==> config.mk <==
export PLATFORM = sky130hd
export DESIGN_NAME = next_piece_gen
export DESIGN_NICKNAME = d
export VERILOG_FILES = /design/src/rtl/tetris_pkg.sv /design/src/rtl/lfsr16.sv /design/src/rtl/next_piece_gen.sv
export SDC_FILE = /design/constraint.sdc
export NUM_CORES = 1
export LEC_CHECK = 0
export ABC_AREA = 1
export CORE_MARGIN = 8
export CORE_UTILIZATION = 51
export DETAILED_ROUTE_END_ITERATION = 6
export PLACE_DENSITY = 0.85
export SLEW_MARGIN = 30
export SYNTH_ARGS = -nofsm -noshare
export SYNTH_HDL_FRONTEND = slang
export SYNTH_SLANG_ARGS = --single-unit
==> constraint.sdc <==
create_clock -name clk -period 5.75 [get_ports clk]
set_input_delay 0.8625 -clock clk [delete_from_list [all_inputs] [get_ports clk]]
set_output_delay 0.8625 -clock clk [all_outputs]
set_load 0.1 [all_outputs]
==> src/rtl/tetris_pkg.sv <==
// tetris_pkg: piece codes, rotation-0 shape masks, LFSR taps and bag helpers
package tetris_pkg;
  typedef logic [2:0] piece_t;
  localparam piece_t P_NONE = 3'd0;
  localparam piece_t P_I = 3'd1;
  localparam piece_t P_O = 3'd2;
  localparam piece_t P_T = 3'd3;
  localparam piece_t P_S = 3'd4;
  localparam piece_t P_Z = 3'd5;
  localparam piece_t P_J = 3'd6;
  localparam piece_t P_L = 3'd7;
  localparam logic [15:0] LFSR_MASK = 16'hB400;
  localparam logic [15:0] SHAPE_ROM [7] = '{16'h00F0, 16'h0066, 16'h0072, 16'h0036, 16'h0063, 16'h0071, 16'h0074};
  typedef enum logic [1:0] {DRAW, IDLE, HALT} state_t;
  function automatic piece_t lowest_piece(input logic [6:0] bag);
    lowest_piece = P_NONE;
    for (int k = 6; k >= 0; k--) if (bag[k]) lowest_piece = piece_t'(k + 1);
  endfunction
endpackage

==> src/rtl/lfsr16.sv <==
// lfsr16: free-running 16-bit Galois LFSR loaded with seed on reset
module lfsr16 import tetris_pkg::*; (
  input  logic        clk,
  input  logic        reset_n,
  input  logic [15:0] seed,
  output logic [15:0] q
);
  always_ff @(posedge clk or negedge reset_n)
    if (!reset_n) q <= seed;
    else q <= {1'b0, q[15:1]} ^ (q[0] ? LFSR_MASK : 16'h0000);
endmodule

==> src/rtl/next_piece_gen.sv <==
// next_piece_gen: seven-bag preview piece generator with spawn handshake and shape decode
module next_piece_gen import tetris_pkg::*; #(
  parameter int          BLK_PER_SHAPE = 4,
  parameter logic [15:0] LFSR_SEED     = 16'hACE1
) (
  input  logic                             clk,
  input  logic                             reset_n,
  input  logic                             spawn_req,
  input  logic                             lose,
  output logic                             ready,
  output logic                             piece_valid,
  output logic [2:0]                       piece_id,
  output logic [2:0]                       next_id,
  output logic [3*BLK_PER_SHAPE**2-1:0]    menu_shape
);
  localparam int N = BLK_PER_SHAPE ** 2;
  state_t state;
  logic [6:0] bag, left;
  logic [2:0] tries;
  logic [15:0] lfsr;
  piece_t cand, pick;
  logic hit, take, unused_lfsr;
  logic [N-1:0] row;
  lfsr16 u_lfsr (.clk(clk), .reset_n(reset_n), .seed(LFSR_SEED), .q(lfsr));
  assign unused_lfsr = ^lfsr[15:3];
  assign cand = lfsr[2:0];
  assign hit = cand != 3'd0 && bag[cand - 3'd1];
  // after seven rejections fall back to the lowest piece left so a draw never exceeds 8 cycles
  assign pick = hit ? cand : lowest_piece(bag);
  assign take = hit || tries == 3'd7;
  assign left = bag & ~(7'd1 << (pick - 3'd1));
  assign ready = state == IDLE;
  always_ff @(posedge clk or negedge reset_n)
    if (!reset_n) begin
      state       <= DRAW;
      bag         <= 7'h7F;
      tries       <= 3'd0;
      next_id     <= P_NONE;
      piece_id    <= P_NONE;
      piece_valid <= 1'b0;
    end else begin
      piece_valid <= 1'b0;
      if (lose) state <= HALT;
      else if (state == DRAW) begin
        if (take) begin
          next_id <= pick;
          bag     <= left == '0 ? 7'h7F : left;
          tries   <= 3'd0;
          state   <= IDLE;
        end else tries <= tries + 3'd1;
      end else if (state == IDLE && spawn_req) begin
        piece_id    <= next_id;
        piece_valid <= 1'b1;
        state       <= DRAW;
      end
    end
  assign row = next_id == P_NONE ? '0 : N'(SHAPE_ROM[next_id - 3'd1]);
  genvar g;
  for (g = 0; g < N; g++) begin : g_cell
    assign menu_shape[3*g +: 3] = row[g] ? next_id : 3'd0;
  end
endmodule

==> results of run 1 <==
cell families after synthesis:
family | Yosys count | synth area share, %
AOI/OAI and AO/OA | 18 | 4.560
xor gates and xnor gates | 3 | 1.260
adders and majority gates | 10 | 5.999
buffers and inverters | 61 | 16.32
DFF | 35 | 42.89
other | 1 | 0.1798
and+or+nand+nor | 131 | 28.79
metal layers:
layer / track usage (%) / routed length, um
met4: 6.364 / 67
met1: 14.65 / 1622
met2: 21.02 / 1944
met5: 0 / 0
met3: 4.617 / 453
how the worst max path moves through the flow:
stage / startpoint / endpoint / slack (ns)
floorplan: next_id[0]$_DFFE_PN0P_ / menu_shape[3] / 1.24
global placement: next_id[0]$_DFFE_PN0P_ / menu_shape[3] / 2.03
detailed placement: next_id[0]$_DFFE_PN0P_ / menu_shape[3] / 1.93
CTS: next_id[0]$_DFFE_PN0P_ / menu_shape[3] / 1.60
global route: next_id[0]$_DFFE_PN0P_ / menu_shape[3] / 1.42
finish: next_id[0]$_DFFE_PN0P_ / menu_shape[3] / 1.63
per-stage QoR:
step / cell area (um2) / std cells / util [%] / hold WS (ns)
2_1_floorplan: 2183 / 285 / - / 0.3312
3_3_place_gp: 2356 / 339 / 59.33 / 0.3335
3_5_place_dp: 2356 / 339 / 59.33 / 0.3356
4_1_cts: 2492 / 347 / 62.76 / 0.3524
5_1_grt: 2492 / 347 / 62.76 / 0.3603
6_report: 2492 / 347 / 62.76 / 0.3526
state kept, by name, indices dropped and copies added, names as in the netlist:
register     flops
u_lfsr.q        16
bag              7
next_id          3
piece_id         3
tries            3
state            2
piece_valid      1
layout by cell type (no fill, tap or decap), drive strengths merged:
| master | n |
|---|---|
| clkbuf | 5 |
| buf | 1 |
| o21ai | 14 |
| clkinvlp | 1 |
| bufinv | 2 |
| o211ai | 1 |
| o31ai | 1 |
| conb | 27 |
| clkdlybuf4s50 | 32 |
| dfrtp | 20 |
| nor3 | 1 |
| nor2 | 30 |
| clkinv | 2 |
| ha | 10 |
| a21oi | 2 |
| inv | 30 |
| nand2 | 76 |
| nand3 | 17 |
| nand4 | 7 |
| xor2 | 3 |
| dfstp | 15 |
cell type report:
| type | instances | area, um2 | share of cell area (%) |
|---|---|---|---|
| multi-input cells | 189 | 948.4 | 38.05 |
| flip-flops and latches | 35 | 894.6 | 35.89 |
| repair buffers | 33 | 327.8 | 13.15 |
| inverters | 32 | 122.6 | 4.920 |
| clock buffers | 5 | 68.82 | 2.761 |
| clock inverters | 3 | 67.56 | 2.711 |
| well taps | 50 | 62.56 | 2.510 |
critical path, stage by stage, from the launching register on:
cell and delay, ns:
dfrtp_1 0.42, clkinv_1 0.32, ha_1 0.35, inv_1 0.06
ha_1 0.27, a21oi_1 0.14, o21ai_0 0.13, nor2_1 0.12
clkdlybuf4s50_1 1.16
==> flow_summary.toml, run 1 <==
[outcome]
status = "finished, final reports clean"

[cts]
max-clock-path-buffers = 2
cts.clk_slew.worst_paths_ns = 0.07
ctsResizeCount = 0
numCtsBuffers = 5
clkSinkCount = 35
htreeDepth = 2
hold_buffers = 0
cts_tree = "built"
cts_setup_buffers = 0
clk_latency_ns = 0.29
root_buffer = "clkbuf_8"

[layout]
nFillCells = 354
nNetsFinal = 310
drive_above_1_share_pct = 14.14
n_antenna_cell = 0
area_delta_synth_final_pct = 19.50

[placement]
dp_hpwl_um = 3124
dp_slack_ns = 1.932
io_buffers = 32
gp_congestion = 0.8805

[global_route]
grt.total_usage_pct = 12.93
grt_overflow = 0
grt_max_degree = 36
antenna_found_initial = 0
grt_pass1_vias = 1458
grt_pass1_wl_um = 6561

[synth]
yosys_warnings = 0
ys_types = 26
synth_area_leaders = "dfrtp_1 24%, dfstp_2 19%, nand2_1 12%, buf_4 9.7%, ha_1 6.0%"
synthCells = 259
synth-async-reset-ratio_pct = 100.0
synth_ff_type = "dfrtp_1"
syn_area_per_cell_um2 = 8.053
synth_top_cell_by_area = "dfrtp_1"
synth_edf_count = 0
yosys-top-cells-count = "66 x nand2_1, 27 x buf_4, 27 x nor2_1"
yosysMostFrequentCell = "nand2_1"
synth_top_area_share_pct = 24.00
syn-cell-area_um2 = 2086
ys_seq_area_share_pct = 42.89
synth-seq-cells = 35

[job]
drv_cap = 0

[sta]
finalHoldViolCount = 0
min_period_over_period_pct = 71.65
fmax_mhz = 242.7
period_needed_ns = 4.120
finalSetupViolations = 0
max-slew-margin-rel_pct = 34.14
tightest_slew_ns = 0.9849
tns_ns = 0
rsz0062_at_grt = "no"
drv_slew = 0
fin_ws_ns = 1.630
skew_ns = 0.004499

[min_path]
min_path_cells = 0
worstHoldStart = "u_lfsr.q[3]$_DFF_PN0_"
hold_end = "u_lfsr.q[2]$_DFF_PN0_"
hold_path_class = "flop to flop"

[route]
drc = 0
wl_um = 4087
via_per_inst = 4.720
vias = 1638
first_iter_violations = 63
wire_per_inst_um = 11.78
first_pass_iters = 4
detail-route-antenna-nets = 0

[floorplan]
chipHeight_um = 79.95
coreArea_um2 = 3971
die_w_um = 79.95
dieArea_um2 = 6392
start_util_pct = 52.52
io_pins = 60
rows = 23

[setup_path]
rr_worst_depth = 12
cp_max_fo = 12
arrival_ns = 3.26
cp.required_ns = 4.89
rrSetupSlack_ns = 3.37
regToRegStartpoint = "u_lfsr.q[0]$_DFF_PN1_"
worstReg2RegEnd = "bag[2]$_DFFE_PN1P_"
crit_type = "flop to output port"
crit_path_start_kind = "flop"
end_kind = "output port"
Power of run 1 is not shown: default switching activity piles up to over one toggle a cycle in this logic, so the estimate is an artifact.
==> inputs of run 2 (changes only) <==
CORE_UTILIZATION = 48   (was 51)
PLACE_DENSITY = 0.81   (was 0.85)
clock period = 3.93 ns   (was 5.75 ns; I/O delays follow)
==> flow_summary.toml, run 2 (synthesis gave the netlist of run 1 again) <==
[global_route]
antenna_found_initial = 0
grt.total_usage_pct = 11.91
grt_max_degree = 36
grt_pass1_vias = 1434
grt_overflow = 0
grt_pass1_wl_um = 6396

[layout]
drive_above_1_share_pct = 22.90
top_regs = "u_lfsr.q: 16 flops, bag: 7 flops"
final_core_util_pct = 57.69
final_cell_mix = "66 x nand2_1, 27 x conb_1, 26 x inv_1"
largest_reg_flops = 16
layout_commonest_cell = "nand2_1"
area_delta_synth_final_pct = 17.94
nNetsFinal = 310
postLayoutCellArea_um2 = 2460
regMostFlops = "u_lfsr.q"
n_antenna_cell = 0

[setup_path]
end_kind = "output port"
crit_type = "flop to output port"
cp.required_ns = 3.34
cp_max_fo = 12
arrival_ns = 2.43
crit_path_start_kind = "flop"

[floorplan]
chipHeight_um = 81.92
start_util_pct = 48.91
die_w_um = 81.92
rows = 24
io_pins = 60
dieArea_um2 = 6711
coreArea_um2 = 4264

[route]
first_pass_iters = 4
drc = 0
via_per_inst = 4.602
detail-route-antenna-nets = 0
wl_um = 3902
first_iter_violations = 101
wire_per_inst_um = 11.18
vias = 1606

[sta]
period_needed_ns = 3.016
min_period_over_period_pct = 76.74
finalHoldViolCount = 0
finalSetupViolations = 0
tightest_slew_ns = 0.9837
max-slew-margin-rel_pct = 34.21
fmax_mhz = 331.6
skew_ns = 0.002884
drv_slew = 0
rsz0062_at_grt = "no"

[cts]
hold_buffers = 0
cts_tree = "built"
ctsResizeCount = 0
cts_setup_buffers = 0
max-clock-path-buffers = 2
cts.clk_slew.worst_paths_ns = 0.07
root_buffer = "clkbuf_8"
numCtsBuffers = 5
htreeDepth = 2
clk_latency_ns = 0.28
clkSinkCount = 35

[min_path]
hold_path_class = "flop to flop"

[outcome]
status = "finished, final reports clean"

[placement]
dpl_cell_area_um2 = 2323
io_buffers = 32
dp_hpwl_um = 3072
gp_congestion = 0.8169

[job]
drv_cap = 0
run 2: cell count changes in the layout (fill, tap and decap cells not counted), sizes merged:
cell,previous run,this run
buf,1,21
clkdlybuf4s50,32,12
run 2: path summary, 6_finish.rpt:
path	from	endpoint	slack, ns	depth (start not counted)
min	u_lfsr.q[3]$_DFF_PN0_	u_lfsr.q[2]$_DFF_PN0_	0.35	0
max reg2reg	u_lfsr.q[0]$_DFF_PN1_	bag[0]$_DFFE_PN1P_	1.60	15
min reg2reg	u_lfsr.q[3]$_DFF_PN0_	u_lfsr.q[2]$_DFF_PN0_	0.35	0
min in group asynchronous	reset_n	u_lfsr.q[9]$_DFF_PN0_	0.71	2
max	next_id[0]$_DFFE_PN0P_	menu_shape[4]	0.91	8
max in group asynchronous	reset_n	u_lfsr.q[7]$_DFF_PN1_	2.89	2
run 2: worst max-delay path: stages (launching register included):
cell and delay, ns:
dfrtp_1 0.42, clkinv_1 0.32, ha_1 0.35, inv_1 0.06, ha_1 0.27, a21oi_1 0.14
o21ai_0 0.15, nor2_1 0.12, buf_4 0.30
run 2: final cells by class:
cell class,count,area [um2]
clock buffers,5,68.82
clock inverters,3,67.56
fillers,384,1804
inverters,32,122.6
multi-input cells,189,963.4
flip-flops and latches,35,894.6
well taps,52,65.06
repair buffers,33,277.8
run 2: metrics by stage:
| step | setup WS (ns) | hold WS [ns] | TNS, ns | instances |
|---|---|---|---|---|
| final | 0.9139 | 0.3509 | 0 | 349 |
| after floorplan | -0.3061 | 0.2939 | -1.922 | 285 |
| after detailed placement | 1.220 | 0.3370 | 0 | 341 |
| after CTS | 0.8915 | 0.3533 | 0 | 349 |
| after global routing | 0.6554 | 0.3571 | 0 | 349 |
| after global placement | 1.308 | 0.3343 | 0 | 341 |
run 2: routing by layer:
| metal | vias to the layer above | share of wire, % | global-route usage [%] |
|---|---|---|---|
| met2 | 48 | 44 | 17.60 |
| met5 | - | 0 | 0 |
| li1 | 828 | - | - |
| met1 | 725 | 45 | 15.67 |
| met3 | 5 | 9.2 | 3.501 |
| met4 | 0 | 1.5 | 5.439 |
Power of run 2 is left out for the same reason.
==> variant 1: new RTL, config.mk and constraints of run 1 <==
The parameter `BLK_PER_SHAPE` goes from 4 to 8.
--- a/src/rtl/next_piece_gen.sv
+++ b/src/rtl/next_piece_gen.sv
@@ -1,5 +1,5 @@
 // next_piece_gen: seven-bag preview piece generator with spawn handshake and shape decode
 module next_piece_gen import tetris_pkg::*; #(
-  parameter int          BLK_PER_SHAPE = 4,
+  parameter int          BLK_PER_SHAPE = 8,
   parameter logic [15:0] LFSR_SEED     = 16'hACE1
 ) (
Interface: changed (resized menu_shape); port bits go from 60 to 204. The function was not compared with the original's and may differ.
==> variant 1 against run 1 <==
Count of clock-buffer cells in the layout is 2 higher. Global-route usage is 1.3 points lower. Area after synthesis is 53% higher. Via count is 25% higher. Setup slack worse by 0.053 ns. Sequential cell count stayed put. Routed wire length is 44% higher. Core utilization is 13 points lower. Hold slack worse by 0.0046 ns. Cell area is 23% higher. Highest routed layer unchanged.
Power is not shown: default switching activity piles up to over one toggle a cycle in this logic, so the estimate is an artifact.
==> variant 1: results (changes against run 1) <==
| Metric | Value |
|---|---|
| Status | completed (unchanged) |
| Synthesized instance count | 403 (was 259) |
| Reg2Reg Depth | 15 (was 12) |
| Synth area leaders | buf_4, dfrtp_1, dfstp_2 (was dfrtp_1, dfstp_2, nand2_1) |
| Vias in the first global route | 1,839 (was 1,458) |
| Antenna diodes | 0 (unchanged) |
| Post-synth top flop | dfrtp_1 (unchanged) |
| Post-detailed-route wirelength per cell | 11.3 microns (was 11.8 microns) |
| 1st-iter DRT viols | 107 (was 63) |
| Resized cells post-CTS | 0 (unchanged) |
| Seq/Total Area, Yosys | 0.281 (was 0.429) |
| Biggest regs | u_lfsr.q x16, bag x7 (unchanged) |
| Reg-to-reg startpoint | u_lfsr.q[0] (unchanged) |
| Ys async rst share | 1.00 (unchanged) |
| GP Congestion | 0.892 (was 0.881) |
| Rel. slew slack | 0.332 (was 0.341) |
| Hold Crit Endpoint | u_lfsr.q[3] (was u_lfsr.q[2]) |
| Initial antenna violation count | 0 (unchanged) |
| Crit path max-delay family | buffers and inverters (unchanged) |
| Detailed Routing Iterations Pass 1 | 4 (unchanged) |
| Post-Route WL | 5.87 mm (was 4.09 mm) |
| Max-Cap Viols | 0 (unchanged) |
| Port buffer count | 32 (unchanged) |
| H-tree depth | 2 (unchanged) |
| HPWL Detailed | 5.02 mm (was 3.12 mm) |
| Longest Clk Path Bufs | 2 (unchanged) |
| Share of layout cells above drive strength 1 | 0.0975 (was 0.141) |
| Largest net degree at the start of global routing | 36 (unchanged) |
| Yosys warning total | 0 (unchanged) |
| Slowest-stage cell, CP | clkdlybuf4s50_1 (unchanged) |
| All-Layer GR Usage | 0.117 (was 0.129) |
| Worst Skew | 0.00645 ns (was 0.00450 ns) |
| Post-CTS Setup Repair Bufs | 0 (unchanged) |
| Cells after DPL | 510 (was 339) |
| Post-synth top cells | buf_4, nand2_1, inv_1, nor2_1, dfrtp_1 (was nand2_1, buf_4, nor2_1) |
| Hold path startpoint | u_lfsr.q[4] (was u_lfsr.q[3]) |
| Clock Latency Late Sink | 0.29 ns (about the same) |
| First-pass GRT wire length | 8.54 mm (was 6.56 mm) |
| Nets@finish | 454 (was 310) |
| Critical path origin | next_id[0] (unchanged) |
| Routed vias/inst | 3.96 (was 4.72) |
| Flop-to-flop setup slack | 3.41 ns (was 3.37 ns) |
| Library cells used by synthesis | 26 (unchanged) |
| FF-to-FF End | bag[4] (was bag[2]) |
| Min-Delay Path Class | reg -> reg (unchanged) |
==> variant 1: layout make-up <==
cell class              count  area, sq um
fillers                   592         3150
multi-input cells         333         1510
flip-flops and latches     35          895
repair buffers             33          328
inverters                  32          123
well taps                  77         96.3
clock buffers               7         76.3
clock inverters             1         30.0
==> variant 1: stage by stage <==
| step | hold WS (ns) | setup slack [ns] | cell area, sq um |
|---|---|---|---|
| finish | 0.348 | 1.58 | 3060 |
| detailed placement | 0.336 | 1.91 | 2950 |
| floorplan | 0.331 | 1.24 | 3820 |
| global route | 0.361 | 1.34 | 3060 |
| CTS | 0.351 | 1.58 | 3060 |
| global placement | 0.335 | 2.05 | 2950 |
==> variant 1: worst max-delay path by stage <==
stage          cells past startpoint       endpoint
2_1_floorplan                      7  menu_shape[3]
3_3_place_gp                       8  menu_shape[4]
3_5_place_dp                       8  menu_shape[4]
4_1_cts                            8  menu_shape[4]
5_1_grt                            8  menu_shape[4]
6_report                           8  menu_shape[4]
==> variant 1: layer usage <==
| layer | up-vias | GRT usage | part of all wire |
|---|---|---|---|
| met3 | 8 | 0.0307 | 0.12 |
| met1 | 967 | 0.121 | 0.33 |
| li1 | 971 | - | - |
| met4 | 0 | 0.0481 | 0.019 |
| met2 | 105 | 0.217 | 0.53 |
| met5 | - | 0 | 0 |
==> variant 1: logic make-up after synthesis <==
kind of cell               synth area share
buffers and inverters                 0.446
and+or+nand+nor                       0.196
DFF                                   0.281
AOI/OAI and AO/OA                    0.0291
adders and majority gates            0.0393
xor gates and xnor gates            0.00825
other                               0.00118
==> variant 2: new RTL, settings of run 1 <==
Made on the original files. Encoding of `state_t`: now one-hot (3 bits for 3 states).
--- a/src/rtl/tetris_pkg.sv
+++ b/src/rtl/tetris_pkg.sv
@@ -12,5 +12,5 @@
   localparam logic [15:0] LFSR_MASK = 16'hB400;
   localparam logic [15:0] SHAPE_ROM [7] = '{16'h00F0, 16'h0066, 16'h0072, 16'h0036, 16'h0063, 16'h0071, 16'h0074};
-  typedef enum logic [1:0] {DRAW, IDLE, HALT} state_t;
+  typedef enum logic [2:0] {DRAW = 3'b001, IDLE = 3'b010, HALT = 3'b100} state_t;
   function automatic piece_t lowest_piece(input logic [6:0] bag);
     lowest_piece = P_NONE;
Formal check against the unedited RTL: no difference found for any inputs over 10 cycles, from zero or initial values and one cycle with reset_n low; not proved beyond that.
==> variant 2 against run 1 <==
Cell area fell by 0.90%. Area after synthesis rose by 0.36%. Register-to-register slack got worse by 0.10 ns. Setup slack got worse by 0.033 ns. Sequential cell count rose by 1. Highest routed layer unchanged. Critical path type unchanged. Largest cell class is now sequential cells. Clock skew rose by 0.0022 ns. Routed wire length fell by 1.0%.
Power is left out: it rests on default switching activity, and per cell area and clock period it moved more than threefold.
==> variant 2: results (changes against run 1) <==
| Metric | Value |
|---|---|
| Status | completed (unchanged) |
| Crit path max-delay family | buffers and inverters (unchanged) |
| Clock Pin Slew Worst Setup and Hold Paths | 0.07 ns (about the same) |
| Pre-CTS setup slack | 1.92 ns (was 1.93 ns) |
| Port buffer count | 32 (unchanged) |
| Worst-margin pin slew | 0.993 ns (was 0.985 ns) |
| Yosys warning total | 0 (unchanged) |
| Hold Crit Endpoint | u_lfsr.q[3] (was u_lfsr.q[2]) |
| Longest Clk Path Bufs | 2 (unchanged) |
| Share of layout cells above drive strength 1 | 0.128 (was 0.141) |
| Synth Area in Compound Gates | 0.0538 (was 0.0456) |
| 1st-iter DRT viols | 57 (was 63) |
| Biggest regs | u_lfsr.q x16, bag x7 (unchanged) |
| Largest net degree at the start of global routing | 37 (was 36) |
| H-tree depth | 2 (unchanged) |
| Vias in the first global route | 1,439 (was 1,458) |
| Cts bufs inserted | 5 (unchanged) |
| Maximum fanout along the worst path | 11 (was 12) |
| WHS | 0.344 ns (was 0.353 ns) |
| GP Congestion | 0.868 (was 0.881) |
| FF-to-FF End | bag[3] (was bag[2]) |
| Ys async rst share | 1.00 (unchanged) |
| Slowest-stage cell, CP | clkdlybuf4s50_1 (unchanged) |
| Mux cell area share after synthesis | 0 (unchanged) |
| Flop-to-flop setup slack | 3.27 ns (was 3.37 ns) |
| Initial antenna violation count | 0 (unchanged) |
| Clock Latency Late Sink | 0.29 ns (about the same) |
| Routed vias/inst | 4.65 (was 4.72) |
| Antenna diodes | 0 (unchanged) |
| Post-detailed-route wirelength per cell | 11.6 microns (was 11.8 microns) |
| Resized cells post-CTS | 0 (unchanged) |
| All-Layer GR Usage | 0.126 (was 0.129) |
| HPWL Detailed | 3.13 mm (was 3.12 mm) |
| Worst Path Arrival | 3.29 ns (was 3.26 ns) |
| Critical path's largest stage delay | 1.15 ns |
| Synth area leaders | dfrtp_1, dfstp_2, nand2_1 (unchanged) |
| Adder-cell area share of the yosys netlist | 0.0598 (was 0.0600) |
| Synth Area in XOR/XNOR | 0.0126 (about the same) |
| CP endpoint | menu_shape[3] (unchanged) |
| Post-synth top cells | nand2_1, inv_1, buf_4 (was nand2_1, buf_4, nor2_1) |
| Min-Delay Path Class | reg -> reg (unchanged) |
| Reg2Reg Depth | 13 (was 12) |
| Hold path startpoint | u_lfsr.q[4] (was u_lfsr.q[3]) |
| Post-CTS Setup Repair Bufs | 0 (unchanged) |
| Nets@finish | 311 (was 310) |
| First-pass GRT wire length | 6.48 mm (was 6.56 mm) |
| Critical path origin | next_id[0] (unchanged) |
| Worst Skew | 0.00667 ns (was 0.00450 ns) |
| Seq/Total Area, Yosys | 0.440 (was 0.429) |
| FMAX | 241 MHz (was 243 MHz) |
| Library cells used by synthesis | 26 (unchanged) |
-- variant 2: area by class of cell --
| class | count | area, sq um |
|---|---|---|
| multi-input combinational | 187 | 917 |
| fill | 349 | 1500 |
| clock inverter | 3 | 42.5 |
| tap | 50 | 62.6 |
| timing repair buffer | 33 | 328 |
| inverter | 34 | 130 |
| sequential | 36 | 921 |
| clock buffer | 5 | 68.8 |
-- variant 2: per-stage QoR --
stage          instance area (sq um)  instances
6_report                        2470        348
5_1_grt                         2470        348
4_1_cts                         2470        348
3_5_place_dp                    2360        340
3_3_place_gp                    2360        340
2_1_floorplan                   2190        287
-- variant 2: cell families after synthesis --
kind of cell | Yosys count
flops | 36
simple gates | 126
xor+xnor | 3
fa+ha+maj | 10
buf+inv | 64
other cells | 1
compound gates | 21
-- variant 2: per-layer routing --
metal,track usage,vias up,share of wire
li1,-,828,-
met5,0,-,0
met4,0.0636,0,0.018
met2,0.213,60,0.47
met1,0.139,722,0.41
met3,0.0379,8,0.099
